===== src/rtl/key_pkg.sv =====
// key_pkg: shared FSM state encoding and ms-to-cycle conversion for the key conditioner.
package key_pkg;
    typedef enum logic [2:0] {IDLE, DB_DN, HELD, REPEAT, DB_UP} key_state_t;

    function automatic int ms_to_cycles(input int ms, input int clk_hz);
        return ms * (clk_hz / 1000);
    endfunction
endpackage


===== src/rtl/key_channel.sv =====
// key_channel: synchronizes one raw active-low key and turns it into a debounced
// level plus click/long/step/release pulses, all registered.
module key_channel
    import key_pkg::*;
#(
    parameter int D = 10,
    parameter int H = 1000,
    parameter int R = 200
) (
    input  logic clk,
    input  logic reset_n,
    input  logic i_key_n,
    output logic o_pressed,
    output logic o_click,
    output logic o_long,
    output logic o_step,
    output logic o_release
);
    localparam int M = (D > H) ? ((D > R) ? D : R) : ((H > R) ? H : R);
    localparam int CW = (M < 2) ? 1 : $clog2(M);

    logic [1:0] r_sync;
    key_state_t r_state, w_state;
    logic [CW-1:0] r_cnt, w_cnt;
    logic w_up, w_click, w_long, w_step, w_release;

    // w_up = 1 means the synchronized key reads released
    assign w_up = r_sync[1];

    always_comb begin
        w_state   = r_state;
        w_cnt     = r_cnt + 1'b1;
        w_click   = 1'b0;
        w_long    = 1'b0;
        w_step    = 1'b0;
        w_release = 1'b0;
        case (r_state)
            IDLE: begin
                w_cnt = '0;
                if (!w_up) w_state = DB_DN;
            end
            DB_DN: begin
                if (w_up) w_state = IDLE;
                else if (r_cnt == CW'(D - 1)) begin
                    w_state = HELD;
                    w_cnt   = '0;
                    w_click = 1'b1;
                    w_step  = 1'b1;
                end
            end
            HELD: begin
                if (w_up) begin
                    w_state = DB_UP;
                    w_cnt   = '0;
                end else if (r_cnt == CW'(H - 1)) begin
                    w_state = REPEAT;
                    w_cnt   = '0;
                    w_long  = 1'b1;
                    w_step  = 1'b1;
                end
            end
            REPEAT: begin
                if (w_up) begin
                    w_state = DB_UP;
                    w_cnt   = '0;
                end else if (r_cnt == CW'(R - 1)) begin
                    w_cnt  = '0;
                    w_step = 1'b1;
                end
            end
            DB_UP: begin
                if (!w_up) begin
                    w_state = HELD;
                    w_cnt   = '0;
                end else if (r_cnt == CW'(D - 1)) begin
                    w_state   = IDLE;
                    w_release = 1'b1;
                end
            end
            default: w_state = IDLE;
        endcase
    end

    always_ff @(posedge clk or negedge reset_n) begin
        if (!reset_n) begin
            r_sync    <= 2'b11;
            r_state   <= IDLE;
            r_cnt     <= '0;
            o_pressed <= 1'b0;
            o_click   <= 1'b0;
            o_long    <= 1'b0;
            o_step    <= 1'b0;
            o_release <= 1'b0;
        end else begin
            r_sync    <= {r_sync[0], i_key_n};
            r_state   <= w_state;
            r_cnt     <= w_cnt;
            o_pressed <= w_state inside {HELD, REPEAT, DB_UP};
            o_click   <= w_click;
            o_long    <= w_long;
            o_step    <= w_step;
            o_release <= w_release;
        end
    end
endmodule


===== src/rtl/key_events.sv =====
// key_events: N independent key channels; a key's step is suppressed while any
// other key is held so plus/minus never fire together.
module key_events
    import key_pkg::*;
#(
    parameter int CLK_HZ      = 50_000_000,
    parameter int N_KEYS      = 3,
    parameter int DEBOUNCE_MS = 10,
    parameter int HOLD_MS     = 1000,
    parameter int REPEAT_MS   = 200
) (
    input  logic              clk,
    input  logic              reset_n,
    input  logic [N_KEYS-1:0] key_n,
    output logic [N_KEYS-1:0] pressed,
    output logic [N_KEYS-1:0] click,
    output logic [N_KEYS-1:0] long,
    output logic [N_KEYS-1:0] step,
    output logic [N_KEYS-1:0] release_evt
);
    localparam int D = ms_to_cycles(DEBOUNCE_MS, CLK_HZ);
    localparam int H = ms_to_cycles(HOLD_MS, CLK_HZ);
    localparam int R = ms_to_cycles(REPEAT_MS, CLK_HZ);

    logic [N_KEYS-1:0] w_step;

    for (genvar k = 0; k < N_KEYS; k++) begin : g_ch
        key_channel #(.D(D), .H(H), .R(R)) u_ch (
            .clk      (clk),
            .reset_n  (reset_n),
            .i_key_n  (key_n[k]),
            .o_pressed(pressed[k]),
            .o_click  (click[k]),
            .o_long   (long[k]),
            .o_step   (w_step[k]),
            .o_release(release_evt[k])
        );
        assign step[k] = w_step[k] & ~|(pressed & ~(N_KEYS'(1) << k));
    end
endmodule


===== config.mk =====
export PLATFORM = sky130hd
export DESIGN_NAME = key_events
export DESIGN_NICKNAME = d
export VERILOG_FILES = /design/src/rtl/key_pkg.sv /design/src/rtl/key_channel.sv /design/src/rtl/key_events.sv
export SDC_FILE = /design/constraint.sdc
export NUM_CORES = 1
export LEC_CHECK = 0
export CORE_ASPECT_RATIO = 1.4
export CORE_MARGIN = 5
export CORE_UTILIZATION = 48
export CTS_BUF_LIST = sky130_fd_sc_hd__clkbuf_4 sky130_fd_sc_hd__clkbuf_8
export DETAILED_ROUTE_END_ITERATION = 8
export PLACE_DENSITY = 0.65
export SKIP_CTS_REPAIR_TIMING = 1
export SYNTH_ARGS = -nofsm -noshare
export SYNTH_HDL_FRONTEND = slang
export SYNTH_SLANG_ARGS = --single-unit

===== constraint.sdc =====
create_clock -name clk -period 2.46 [get_ports clk]
set_input_delay 0.492 -clock clk [delete_from_list [all_inputs] [get_ports clk]]
set_output_delay 0.492 -clock clk [all_outputs]
set_load 0.1 [all_outputs]

Word level (Yosys, flattened, before mapping)

Cells that the tools add are included.

Register bits: 108
Input port bits: 5
Output and inout bits: 15
Logic and storage cells: 156

Add/sub/neg operators: 3
Equal/unequal tests: 30
Multiplexer cells: 84
Bitwise operators: 3
Reduce and logical (&&, ||, !) cells: 12

Operators by type and width:

| kind                                                              | count |
|---|---|
| 26-bit 2-to-1 mux                                                 | 21 |
| 26-bit one-hot mux with 5 select lines                            | 3 |
| 26-bit by 1-bit adder with 26-bit output, second input constant   | 3 |
| 26-bit by 19-bit == test with 1-bit output, second input constant | 3 |
| 26-bit by 24-bit == test with 1-bit output, second input constant | 3 |
| 26-bit == test, second input constant                             | 3 |
| 3-bit 2-to-1 mux                                                  | 24 |
| 3-bit one-hot mux with 5 select lines                             | 3 |
| 3-bit by 2-bit == test with 1-bit output, second input constant   | 12 |
| 1-bit 2-to-1 mux                                                  | 30 |
| 3-bit == test, second input constant                              | 6 |
| 3-bit by 1-bit == test with 1-bit output, second input constant   | 3 |
| 3-bit logical NOT                                                 | 3 |
| 1-bit one-hot mux with 3 select lines                             | 3 |
| 3-bit nonzero test                                                | 3 |
| 2-bit OR reduction                                                | 3 |
| 1-bit AND                                                         | 3 |
| 1-bit logical NOT                                                 | 3 |

Logic depth before layout (Yosys ltp)

Word-level depth: 6
Depth in mapped cells: 8
Depth with buffers taken out: 6

Hierarchy

From an unflattened synthesis, not the netlist that was laid out.

Cells, all modules: 564
Area total of the unflattened synthesis: 5609.1 um^2

By module, submodules not included:

| module                     | instances | cells each | area an instance (um^2) | seq. area each (um^2) |
|---|---|---|---|---|
| key_channel (g_ch[2].u_ch) | 1         | 181        | 1873.0                  | 903.4 |
| key_channel (g_ch[0].u_ch) | 1         | 186        | 1865.5                  | 903.4 |
| key_channel (g_ch[1].u_ch) | 1         | 194        | 1848.0                  | 903.4 |
| key_events                 | 1         | 3          | 22.5                    | 0.0 |

Worst setup path before layout

OpenSTA, ideal clock, no wires.

Path type: flip-flop to output port
Start point: register g_ch[0].u_ch.o_pressed
End point: output step[1]
Data arrival time: 2.593 ns
Required time: 1.968 ns
Slack: -0.625 ns
Stages on the path, launching flop included: 2
Path buffers: 0
Cell sequence: dfrtp_1 -> nor3b_1

Word-level cells in the longest chain between the ends: 3

Ends and longest elaborated chain:

| what                   | RTL line          | RTL |
|---|---|---|
| from (decl)            | key_channel.sv:13 | `output logic o_pressed,` |
| from (signal assigned) | key_channel.sv:98 | `o_pressed <= w_state inside {HELD, REPEAT, DB_UP};` |
| 2-bit OR reduction     | key_events.sv:38  | `assign step[k] = w_step[k] & ~\|(pressed & ~(N_KEYS'(1) << k));` |
| 1-bit logical NOT      | key_events.sv:38  |  |
| 1-bit AND              | key_events.sv:38  |  |
| to (decl)              | key_events.sv:18  | `output logic [N_KEYS-1:0] step,` |

Every way passes these cells.

Final worst setup path

Start point: register g_ch[0].u_ch.r_cnt[12]
End point: register g_ch[0].u_ch.r_cnt[1]

Word-level cells in the longest chain between the ends: 4
Elaborated cells on any way between the ends: 10
Classes of those cells: eq/ne (3); mux (7)

Ends and longest elaborated chain:

| what                                                               | RTL line                                                | RTL |
|---|---|---|
| from (decl)                                                        | key_channel.sv:24                                       | `logic [CW-1:0] r_cnt, w_cnt;` |
| from (signal assigned)                                             | key_channel.sv:97                                       | `r_cnt <= w_cnt;` |
| 26-bit by 24-bit == test with 1-bit output (tied with other cells) | key_channel.sv:66                                       | `end else if (r_cnt == CW'(R - 1)) begin` |
| 26-bit 2-to-1 mux, on equally long branches                        | key_channel.sv:66, key_channel.sv:44, key_channel.sv:55 |  |
| 26-bit 2-to-1 mux, on equally long branches                        | key_channel.sv:63, key_channel.sv:43, key_channel.sv:52 |  |
| 26-bit one-hot mux with 5 select lines *                           | key_channel.sv:37                                       | `case (r_state)` |
| named net g_ch[0].u_ch.w_cnt[1]                                    | key_channel.sv:24                                       |  |

Mark *: on every way through the listed nets, which the timed path passes. The rest lies on a longest branch.

==> metrics.csv <==
stage;metric;value;unit
drt;drc_errors;0;
worst_setup_path;max_fanout_on_critical_path;26;
worst_setup_path;cpLargestDelayFamily;simple AND/OR/NAND/NOR gates;
yosys;mappedNetlistNets;588;
worst_setup_path;cp.arrival;2.54;ns
timing;layout_worst_path_cycle_share;92.9;%
worst_setup_path;critical_path.endpoint_type;register;
worst_hold_path;hold_path_class;in2async;
place;place_worst_setup_slack;0.257;ns
floorplan;placementRows;46;
floorplan;start_util;49.0;%
global_routing;grt_start_max_net_pins;44;
yosys;synth-async-reset-ratio;100;%
layout;fin_nets;595;
layout;final_cells;736;
worst_setup_path;crit_path_max_cell_delay;0.54;ns
floorplan;core-area;11300;um2
layout;antenna-diode-count;0;
timing;hold_viol;0;
layout;area_delta_synth_final;8.43;%
clocking;clk_path_buf_depth;2;
floorplan;floorplan.die_area;13800;um2
floorplan;overall_die_height;137;um
place;io_buffer_count;19;
clocking;htree_depth;3;
yosys;ys_ff_latch;108;
layout;fin_area;6020;um2
global_routing;grt_overflow_total;0;
global_routing;grt_antenna_before_repair;0;
clocking;cts_inserted_buffers;9;
worst_setup_path;timing.critical_path.buf_inv;1;
timing;finalCriticalPeriod;2.29;ns
global_routing;first_pass_grt_wire_length;19600;um
worst_setup_path;path_cells;nor4bb_1 -> nand4_1 -> nor3_1 -> a221o_1 -> buf_12 -> a21boi_0;
yosys;synth_flop_cell;sky130_fd_sc_hd__dfrtp_1;
timing;slew_violations;0;
yosys;synth_top_cell_by_area;sky130_fd_sc_hd__dfrtp_1;
timing;clock.fmax;438;MHz
drt;route.detailed.wl_per_inst;15.4;um
place;post_dp_cell_area;5820;um2
yosys;ys.warnings.count;0;
layout;post_route_cells_drive_above_1_share;9.63;%
clocking;tritoncts_clock_tree;built;
global_routing;grtUsageTotal;17.4;%
worst_setup_path;worst-r2r-setup-slack;0.17;ns
yosys;syn-mean-instance-area;9.57;um2
worst_setup_path;slowest_stage;sky130_fd_sc_hd__nor4bb_1;
timing;timing.clock.skew;0.0136;ns
drt;drt-total-wl;11300;um
yosys;synth.yosys.seq_area_share;48.8;%
timing;rsz0062_at_grt;no;
drt;final_antenna_net_count;0;
place;placedCellCount;720;
power_and_ir_drop;post-layout-total-power;3.04;mW
place;dpl.hpwl;8050;um
power_and_ir_drop;vdd_ir_drop_max;0.242;mV
drt;1st_pass_router_iterations;5;
drt;number_of_vias_after_detailed_routing;4221;
global_routing;first_global_vias;4225;
flow_run;drv_cap;0;
drt;dr_iter_0_viols;215;
place;globalplace.congestion;0.969;
clocking;clk_pin_slew_worst_paths;0.11;ns
floorplan;num_io_pins;20;
worst_setup_path;critical_path_required;2.72;ns
worst_setup_path;timing.reg2reg.worst_path_depth;6;
clocking;clock_latency;0.38;ns
timing;setup_viol_count_final;0;
worst_setup_path;worstSetupPathType;reg2reg;
worst_setup_path;worst_setup_path_start_kind;register;
clocking;root_buffer;sky130_fd_sc_hd__clkbuf_8;
yosys;synthTopCellsByArea;sky130_fd_sc_hd__dfrtp_1 46%, sky130_fd_sc_hd__xor2_1 7.6%, sky130_fd_sc_hd__nor2_1 5.3%;
yosys;postSynthCellCount;580;
timing;setup_slack;0.174;ns
layout;filler_cell_count;1011;
yosys;mappedNetlistArea;5550;um2
timing;slew_headroom;49.1;%
power_and_ir_drop;leakage;2.48;nW
floorplan;die_width;101;um
timing;worstMarginPinSlew;0.759;ns
yosys;synth_enable_flop_cells;0;
clocking;cts_num_sinks;108;
status;run_status;completed;
yosys;synth_top_area_share;46.0;%
power_and_ir_drop;cellPowerDensity;505;nW/um2
worst_setup_path;worst-path-stages;6;
drt;viasPerCell;5.74;
yosys;yosysUniqueCellTypes;51;
==> report_power, final <==
group          switching [mW]  internal (mW)
Sequential             0.0221           1.80
Clock                   0.622          0.479
Combinational          0.0782         0.0439
Total                   0.722           2.32
==> layer usage <==
metal  GRT usage (%)  wire length (um)
met3            2.74               375
met5               0                 0
met4            6.73               220
met1            21.6              4880
met2            30.3              5850
==> synthesized netlist by cell type, types with 3 or more instances <==
library cell,count
sky130_fd_sc_hd__nor2_1,78
sky130_fd_sc_hd__nor4_1,18
sky130_fd_sc_hd__o211a_1,3
sky130_fd_sc_hd__inv_1,11
sky130_fd_sc_hd__buf_2,7
sky130_fd_sc_hd__nand2_1,45
sky130_fd_sc_hd__nor4b_1,6
sky130_fd_sc_hd__clkbuf_1,10
sky130_fd_sc_hd__and2_1,5
sky130_fd_sc_hd__nand4_1,22
sky130_fd_sc_hd__dfrtp_1,102
sky130_fd_sc_hd__buf_6,3
sky130_fd_sc_hd__nor4bb_1,6
sky130_fd_sc_hd__xor2_1,48
sky130_fd_sc_hd__o21ai_0,8
sky130_fd_sc_hd__ha_1,3
sky130_fd_sc_hd__dfstp_2,6
sky130_fd_sc_hd__buf_4,15
sky130_fd_sc_hd__nand2b_1,3
sky130_fd_sc_hd__and4_1,12
sky130_fd_sc_hd__nand3b_1,3
sky130_fd_sc_hd__nand3_1,35
sky130_fd_sc_hd__and3_1,12
sky130_fd_sc_hd__xnor2_1,22
sky130_fd_sc_hd__or2_2,3
sky130_fd_sc_hd__a31oi_1,3
sky130_fd_sc_hd__nor2b_1,4
sky130_fd_sc_hd__nor3b_1,4
sky130_fd_sc_hd__or3_1,7
sky130_fd_sc_hd__a21oi_1,31
sky130_fd_sc_hd__o22ai_1,4
sky130_fd_sc_hd__nor3_1,18
==> logic make-up (layout without fill, tap and decap cells) <==
kind of cell,count (synthesis),in the layout,share of synthesized area [%]
fa+ha+maj,3,3,0.676
buf+inv,46,58,4.69
flops,108,108,48.8
xor+xnor,70,70,11.0
compound gates,64,64,7.08
simple gates,289,289,27.7
==> cells in the final DEF (no fill, tap or decap), drive strengths merged, types with 4 or more instances in the layout <==
cell / Yosys / layout
dfstp: 6 / 6
buf: 25 / 28
nor4b: 6 / 6
clkinv: 0 / 4
o22ai: 4 / 4
dfrtp: 102 / 102
nor2: 78 / 78
nand2: 45 / 45
a21oi: 31 / 31
and4: 12 / 12
and3: 12 / 12
nor4: 18 / 18
and2: 5 / 5
xor2: 48 / 48
clkbuf: 10 / 9
o21ai: 8 / 8
nor2b: 4 / 4
nor4bb: 6 / 6
nand4: 22 / 22
or3: 7 / 7
inv: 11 / 13
nand3: 35 / 35
nor3b: 4 / 4
nor3: 19 / 19
xnor2: 22 / 22
==> metrics by stage <==
step                utilization (%)  hold WS, ns  setup TNS [ns]
floorplan                         -        0.196           -1.25
global placement               51.3        0.346               0
detailed placement             51.3        0.347               0
CTS                            53.1        0.115               0
global route                   53.1        0.156               0
finish                         53.1        0.108               0
==> sequential cells by signal, indices dropped and copies added (netlist names) <==
signal / cells
g_ch.u_ch.r_sync: 6
g_ch.u_ch.r_cnt: 78
g_ch.u_ch.o_pressed: 3
g_ch.u_ch.r_state: 9
g_ch.u_ch.o_step: 3
g_ch.u_ch.o_click: 3
g_ch.u_ch.o_release: 3
g_ch.u_ch.o_long: 3
==> path summary, 6_finish.rpt <==
kind,to,start
min in group clk,g_ch[2].u_ch.r_sync[1],g_ch[2].u_ch.r_sync[0]
hold / removal,g_ch[1].u_ch.r_state[1],reset_n
setup / recovery,g_ch[0].u_ch.r_cnt[1],g_ch[0].u_ch.r_cnt[12]
max in group asynchronous,g_ch[2].u_ch.r_sync[0],reset_n
setup reg to reg,g_ch[0].u_ch.r_cnt[1],g_ch[0].u_ch.r_cnt[12]
hold reg to reg,g_ch[2].u_ch.r_sync[1],g_ch[2].u_ch.r_sync[0]
==> final cells by class <==
class	count	area, um2	area share [%]
Clock inverter	7	75.1	1.25
Clock buffer	9	124	2.06
Tap cell	144	180	2.99
Timing Repair Buffer	31	303	5.03
Sequential cell	108	2710	45.0
Inverter	11	41.3	0.686
Multi-Input combinational cell	426	2590	43.0
No activity file was read; power rests on OpenSTA's default activity.
